File: src/rtl/adc_dual_capture.sv
// adc_dual_capture: drives CS/SCLK for two 12-bit serial ADCs sharing one
// timing engine, deserialises both SDO lines and delivers sample pairs
// singly or in fixed-length bursts.
module adc_dual_capture #(
    parameter int HALF_DIV = 2,  // clk cycles per SCLK half-period
    parameter int QUIET    = 4   // CS-high gap between burst frames
) (
    input  logic        clk,
    input  logic        rst,
    input  logic        adc_en,
    input  logic        start,
    input  logic        mode_adc,
    input  logic [11:0] n_samples,
    input  logic        sdo_adc1,
    input  logic        sdo_adc2,
    output logic        cs_adc1,
    output logic        cs_adc2,
    output logic        clk_adc1,
    output logic        clk_adc2,
    output logic [11:0] data_adc1,
    output logic [11:0] data_adc2,
    output logic        ready_adc,
    output logic        busy,
    output logic        done,
    output logic [11:0] sample_cnt,
    output logic        frame_err
);

    typedef enum logic [2:0] {S_IDLE, S_SETUP, S_SHIFT, S_LATCH, S_QUIET} state_t;

    localparam int            CW     = 16;
    localparam logic [CW-1:0] HD     = CW'(HALF_DIV);
    localparam logic [CW-1:0] HD_M1  = CW'(HALF_DIV - 1);
    localparam logic [CW-1:0] HD2_M1 = CW'(2 * HALF_DIV - 1);
    localparam logic [CW-1:0] QT     = CW'(QUIET);

    state_t        state, state_n;
    logic [CW-1:0] cnt, cnt_n;
    logic [3:0]    bit_idx, bit_n;
    logic          go, go_n;       // start accepted, frame begins next cycle
    logic          mode_q;
    logic [11:0]   nsamp_q;
    logic [11:0]   sr1, sr2;
    logic          cs_q, sclk_q, cs_n, sclk_n;
    logic          accept, zero_done, sample_en, latch_en, last;

    assign accept    = (state == S_IDLE) && !go && adc_en && start;
    assign zero_done = (state == S_IDLE) && go && adc_en && mode_q && (nsamp_q == 12'd0);
    // the cycle that ends the low phase: SCLK rises on this edge
    assign sample_en = adc_en && (state == S_SHIFT) && (cnt == HD_M1);
    assign latch_en  = adc_en && (state == S_LATCH);
    assign last      = !mode_q || (sample_cnt + 12'd1 == nsamp_q);

    assign cs_adc1  = cs_q;
    assign cs_adc2  = cs_q;
    assign clk_adc1 = sclk_q;
    assign clk_adc2 = sclk_q;

    // next-state logic; pin levels are derived from the next state so the
    // registered CS/SCLK always match the state they belong to
    always_comb begin
        state_n = state;
        cnt_n   = cnt;
        bit_n   = bit_idx;
        go_n    = go;
        if (!adc_en) begin
            state_n = S_IDLE;
            cnt_n   = '0;
            go_n    = 1'b0;
        end else begin
            case (state)
                S_IDLE: begin
                    if (go) begin
                        go_n = 1'b0;
                        if (!zero_done) begin
                            state_n = S_SETUP;
                            cnt_n   = '0;
                        end
                    end else if (accept) begin
                        go_n = 1'b1;
                    end
                end
                S_SETUP: begin
                    if (cnt == HD_M1) begin
                        state_n = S_SHIFT;
                        cnt_n   = '0;
                        bit_n   = 4'd0;
                    end else begin
                        cnt_n = cnt + 1'b1;
                    end
                end
                S_SHIFT: begin
                    if (cnt == HD2_M1) begin
                        cnt_n = '0;
                        if (bit_idx == 4'd15) state_n = S_LATCH;
                        else                  bit_n   = bit_idx + 4'd1;
                    end else begin
                        cnt_n = cnt + 1'b1;
                    end
                end
                S_LATCH: begin
                    cnt_n   = '0;
                    state_n = last ? S_IDLE : S_QUIET;
                end
                // QUIET+1 cycles: the extra one matches the start-acceptance
                // cycle so every frame in a burst has the same start-to-ready time
                S_QUIET: begin
                    if (cnt == QT) begin
                        state_n = S_SETUP;
                        cnt_n   = '0;
                    end else begin
                        cnt_n = cnt + 1'b1;
                    end
                end
                default: state_n = S_IDLE;
            endcase
        end
        cs_n   = !((state_n == S_SETUP) || (state_n == S_SHIFT));
        sclk_n = !((state_n == S_SHIFT) && (cnt_n < HD));
    end

    // state register and registered ADC pins
    always_ff @(posedge clk) begin
        if (rst) begin
            state   <= S_IDLE;
            cnt     <= '0;
            bit_idx <= 4'd0;
            go      <= 1'b0;
            cs_q    <= 1'b1;
            sclk_q  <= 1'b1;
        end else begin
            state   <= state_n;
            cnt     <= cnt_n;
            bit_idx <= bit_n;
            go      <= go_n;
            cs_q    <= cs_n;
            sclk_q  <= sclk_n;
        end
    end

    // capture datapath, delivery strobes, counters and status
    always_ff @(posedge clk) begin
        if (rst) begin
            mode_q     <= 1'b0;
            nsamp_q    <= 12'd0;
            sr1        <= 12'd0;
            sr2        <= 12'd0;
            data_adc1  <= 12'd0;
            data_adc2  <= 12'd0;
            ready_adc  <= 1'b0;
            done       <= 1'b0;
            busy       <= 1'b0;
            sample_cnt <= 12'd0;
            frame_err  <= 1'b0;
        end else begin
            ready_adc <= 1'b0;
            done      <= 1'b0;
            if (accept) begin
                mode_q     <= mode_adc;
                nsamp_q    <= n_samples;
                sample_cnt <= 12'd0;
                frame_err  <= 1'b0;
                busy       <= 1'b1;
            end
            if (sample_en) begin
                sr1 <= {sr1[10:0], sdo_adc1};
                sr2 <= {sr2[10:0], sdo_adc2};
                // first four bits of each frame must be zero
                if ((bit_idx < 4'd4) && (sdo_adc1 || sdo_adc2)) frame_err <= 1'b1;
            end
            if (latch_en) begin
                data_adc1  <= sr1;
                data_adc2  <= sr2;
                ready_adc  <= 1'b1;
                sample_cnt <= sample_cnt + 12'd1;
                if (last) done <= 1'b1;
            end
            if (zero_done) done <= 1'b1;
            if (!adc_en || ((state == S_IDLE) && !go && !accept)) busy <= 1'b0;
        end
    end

endmodule

File: config.mk
export PLATFORM = sky130hd
export DESIGN_NAME = adc_dual_capture
export DESIGN_NICKNAME = d
export VERILOG_FILES = /design/src/rtl/adc_dual_capture.sv
export SDC_FILE = /design/constraint.sdc
export NUM_CORES = 1
export LEC_CHECK = 0
export CORE_ASPECT_RATIO = 1.25
export CORE_MARGIN = 2
export CORE_UTILIZATION = 50
export CTS_CLUSTER_DIAMETER = 40
export DETAILED_ROUTE_END_ITERATION = 16
export PLACE_DENSITY = 0.82
export SKIP_LAST_GASP = 1
export SYNTH_ARGS = -nofsm -noshare
export SYNTH_HDL_FRONTEND = slang
export SYNTH_SLANG_ARGS = --single-unit
File: constraint.sdc
create_clock -name clk -period 2.5 [get_ports clk]
set_input_delay 0.75 -clock clk [delete_from_list [all_inputs] [get_ports clk]]
set_output_delay 0.75 -clock clk [all_outputs]
set_load 0.05 [all_outputs]
After elaboration in Yosys (flattened, before gate mapping)
Cells that the tools add are included.
Widths: inputs -> output; s select.
- register bits after elaboration: 103
- input port bits: 19
- output and inout bits: 44
- word-level logic and storage cells: 98
- $add $sub $neg: 3
- magnitude comparators: 2
- eq/ne operators: 14
- muxes and demuxes: 31
- bitwise operators: 1
- reductions and logical operators: 30
- operators by type and width (operator ; number):
    $mux 16 ; 6
    $pmux 16 s5 ; 1
    $mux 12 ; 2
    $mux 3 ; 8
    $add 16x1->16 const B ; 1
    $eq 16x1->1 const B ; 1
    $eq 16x2->1 const B ; 1
    $eq 16x3->1 const B ; 1
    $lt 16x2->1 const B ; 1
    $pmux 3 s5 ; 1
    $logic_and 1x1->1 ; 13
    $add 12x1->12 const B ; 1
    $eq 12x12->1 ; 1
    $logic_not 12->1 ; 1
    $mux 4 ; 3
    $eq 3x2->1 const B ; 3
    $mux 1 ; 9
    $pmux 4 s2 ; 1
    $eq 3x1->1 const B ; 2
    $logic_not 1->1 ; 6
    $reduce_and 5->1 ; 1
    $add 4x1->4 const B ; 1
    $eq 4x4->1 const B ; 1
    $logic_or 1x1->1 ; 4
    other kinds (8) ; 11

Depth between registers and ports, before layout
- word-level depth: 12
- depth in mapped cells: 10

Worst setup path before layout
OpenSTA, ideal clock, no wires.
- path kind: register to register
- start point: reg cnt[9]
- end point: reg sclk_q, in the netlist clk_adc1
- arrival: 2473 ps
- path slack: -107 ps
- stages on the path, launching flop included: 8
- buffers on the path: 0
- cells stage by stage: dfxtp_1 or4_1 or3_4 a211oi_4 nor2_4 and3_1 a221o_1 or4_1
- word-level cells in the longest chain between the ends: 7
- elaborated cells on any way between the ends: 20
- those cells by class: add/sub (1); order compare (1); eq/ne (4); mux (12); reduce/logical (2)
- ends and longest elaborated chain (element ; line ; text):
    start, declared ; 38 ; logic [CW-1:0] cnt, cnt_n;
    start signal, assigned ; 133 ; cnt <= cnt_n;
    $add 16x1->16, or another cell as far along ; 89, 98, 112 ;
    $mux 16, or another cell as far along ; 108 ; if (cnt == QT) begin
    $pmux 16 s5 / $pmux 3 s5 (equally long branches) ; 71 ; case (state)
    $mux 16 / $mux 3 (equally long branches) ; 66 ; if (!adc_en) begin
    $lt 16x2->1 / $eq 3x2->1 (equally long branches) ; 119 ; sclk_n = !((state_n == S_SHIFT) && (cnt_n < HD));
    $logic_and 1x1->1 (*) ; 119 ;
    $logic_not 1->1 (*) ; 119 ;
    end signal, assigned ; 137 ; sclk_q <= sclk_n;
    end, declared ; 44 ; logic cs_q, sclk_q, cs_n, sclk_n;
Every way passes the cells marked *; elsewhere a longest branch is shown, timed or not.
A chain may end at the register's enable or synchronous reset.

Final worst setup path
- start point: reg cnt[10]
- end point: reg sclk_q, in the netlist clk_adc1
Same word-level chain as after synthesis.

==> results.md <==
* Status: complete, but fails checks
* Failing checks: negative setup slack
* Hpwl dp at 9510 um
* Die Y at 114 um
* Clock Tree Root: clkbuf_16
* Achievable Freq at 363 MHz
* Clock-pin slew on the worst setup and hold paths at 0.07 ns
* GRT Overall Usage at 0.257
* First-pass GRT wire length at 21,800 um
* Tot Pwr at 3.19 mW
* IO buf count at 62
* Syn Area/Cell at 7.50 sq um
* CTS tree: yes
* DR iter-0 viols at 381
* Max cap viols at 0
* Seq cells post-synth at 103
* Worst skew pair latency at 0.35 ns
* Total Wirelength at 13,400 um
* Drt wl/cell at 15.4 um
* Fin crit share at 1.10
* DR pass1 iterations at 6
* Share of cells above drive strength 1 at 0.140
* Fin crit period at 2.75 ns
* Data required time at the worst endpoint at 2.72 ns
* TritonCTS buffer count at 9
* Unique cell type count in the Yosys netlist at 54
* Antenna Nets Post-Route at 0
* Synth async-reset ratio at 0
* Clock Tree Buf Depth at 2
* Worst-margin pin slew at 0.787 ns
* DIE AREA at 0.0105 sq mm
* Startpoint types: flip-flop
* GR Overflow Total at 0
* Gpl congestion at 0.976
* Post-layout util at 0.664
* Register area share after synthesis at 0.427
* Number of cell rows at 40
* Die Wd at 91.9 um
* Diode count at 0
* Layout Area Growth over Synthesis at 30.8%
* Final setup margin at -0.251 ns
* Net Count, Synth at 668
* CP Class: flip-flop to flip-flop
* Leak Pwr at 2.27 nW
* DRC at 0
* Via count at 4,912
* Dominant cells by area after synthesis: dfxtp_1, nand2_1, a21oi_1
* Nets@finish at 764
* CTS H-tree depth at 3
* Max rail drop VDD at 0.000493 V
* WP data arrival at 2.97 ns
* Largest net degree at the start of global routing at 80
* Initial antenna violation count at 0
* Starting Density at 0.508
* Fin Clk Skew at 0.00734 ns
* Pwr Density at 505 mW/mm^2
* Synth top area share at 0.427
* Number of global-route vias before repair at 4,663
* Core area at 0.00951 sq mm
* Hold Vio Cnt, Final at 0
* Ports at 63
* Yosys warning count at 0
* Synth area leader: dfxtp_1
* Max-slew violation count at 0
* Final setup viols at 1
* Post-synth EDFFs at 0
* Ys flop type: dfxtp_1
* Unrepaired setup endpoints after global routing: yes
* Slew margin rel. at 0.475
* Critical path fanouts, max at 4
* Min-delay worst type: flip-flop to flip-flop
* Vias per cell at 5.64
* Cells after Synth at 644
* Post-Syn Area at 0.00483 sq mm
* Clock sink count at 103
* CP Capture Type: flip-flop
-- path summary, 6_finish.rpt --
| kind | startpoint | to | slack (ns) | cells past startpoint |
|---|---|---|---|---|
| setup reg to reg | cnt[10]$_SDFF_PP0_ | clk_adc1$_SDFF_PP1_ | -0.25 | 9 |
| hold reg to reg | data_adc1[5]$_SDFFE_PP0P_ | data_adc1[5]$_SDFFE_PP0P_ | 0.45 | 2 |
| setup / recovery | cnt[10]$_SDFF_PP0_ | clk_adc1$_SDFF_PP1_ | -0.25 | 9 |
| hold / removal | data_adc1[5]$_SDFFE_PP0P_ | data_adc1[5]$_SDFFE_PP0P_ | 0.45 | 2 |
-- final cells by class --
cell class | count | area (sq um)
Tap cell | 126 | 158
Multi-Input combinational cell | 491 | 2640
Clock buffer | 9 | 225
Clock inverter | 7 | 66.3
Timing Repair Buffer | 127 | 1140
Inverter | 8 | 30.0
Sequential cell | 103 | 2070
Fill cell | 785 | 3190
-- cells in the mapped netlist, types with 3 or more instances --
master,instances
a22oi_1,4
clkbuf_1,39
or2_2,3
and2_1,5
nand2_1,156
dfxtp_1,103
nand3b_1,6
or3_1,11
o22ai_1,3
a21o_1,3
nor4b_1,3
xor2_1,4
and3_1,10
a31oi_1,4
ha_1,5
xnor2_1,14
nor3_1,11
nand3_1,17
and4_1,3
o21ai_0,22
or4_1,3
a311oi_1,3
a21oi_1,98
o31ai_1,5
nand4_1,8
inv_1,8
nor2_1,54
nor4_1,6
-- metrics by stage --
| stage | setup TNS (ns) | std cells | hold slack (ns) | cell area (sq um) | setup WS [ns] |
|---|---|---|---|---|---|
| floorplan | -0.107 | 644 | 0.432 | 4840 | -0.107 |
| global placement | -1.04 | 854 | 0.438 | 5960 | -0.316 |
| detailed placement | -2.23 | 854 | 0.446 | 5960 | -0.369 |
| CTS | -0.182 | 870 | 0.457 | 6270 | -0.182 |
| global route | -0.345 | 871 | 0.474 | 6320 | -0.309 |
| finish | -0.251 | 871 | 0.454 | 6320 | -0.251 |
-- metal layers --
metal / track usage / routed length [um]
met2: 0.452 / 6650
met3: 0.0489 / 712
met5: 0 / 0
met4: 0.0915 / 259
met1: 0.313 / 5790
-- worst max-delay path, stage by stage (launching register included) --
cell and delay (ns):
dfxtp_2 0.32, or4_4 0.53, or3_4 0.42, a211oi_4 0.25, buf_4 0.17, nor2_4 0.04, buf_4 0.15, a21oi_1 0.13
nand4_1 0.11, or4_1 0.51
-- what timing repair did --
item / in CTS / in global routing
pin swaps: 0 / 7
setup endpoints to repair: 10 / 12
hold buffers: 0 / 0
setup buffers: 0 / 1
gates resized for setup: 3 / 13
-- state kept, by name, summed over array words and instances, names as in the netlist --
signal	count
sr2	12
mode_q	1
bit_idx	4
busy	1
data_adc2	12
frame_err	1
done	1
sample_cnt	12
cnt	16
state	3
ready_adc	1
clk_adc1	1
nsamp_q	12
sr1	12
cs_adc1	1
go	1
data_adc1	12
-- report_power, final --
part | leakage (nW) | switching [mW] | internal [mW] | total [mW]
Clock | 0.141 | 0.673 | 0.699 | 1.37
Sequential | 0.833 | 0.0130 | 1.65 | 1.66
Combinational | 1.30 | 0.0870 | 0.0712 | 0.158
Total | 2.27 | 0.773 | 2.42 | 3.19
-- cells in the final DEF (no fill, tap or decap), drive strengths merged, types with 8 or more instances in the layout --
cell type,n
inv,11
and3,10
nor2,55
nor3,11
nand3,17
xnor2,14
o21ai,22
clkdlybuf4s50,59
dfxtp,103
a21oi,98
nand2,156
or3,12
clkbuf,9
nand4,8
buf,66
-- kinds of logic (layout without fill, tap and decap cells) --
logic type,after synthesis,in the layout,share of synthesized area
simple gates,307,307,0.291
buf+inv,50,151,0.0407
xor+xnor,18,18,0.0326
fa+ha+maj,5,5,0.0129
flops,103,103,0.427
compound gates,159,159,0.191
mux,2,2,0.00440
(Power assumes the default switching activity.)
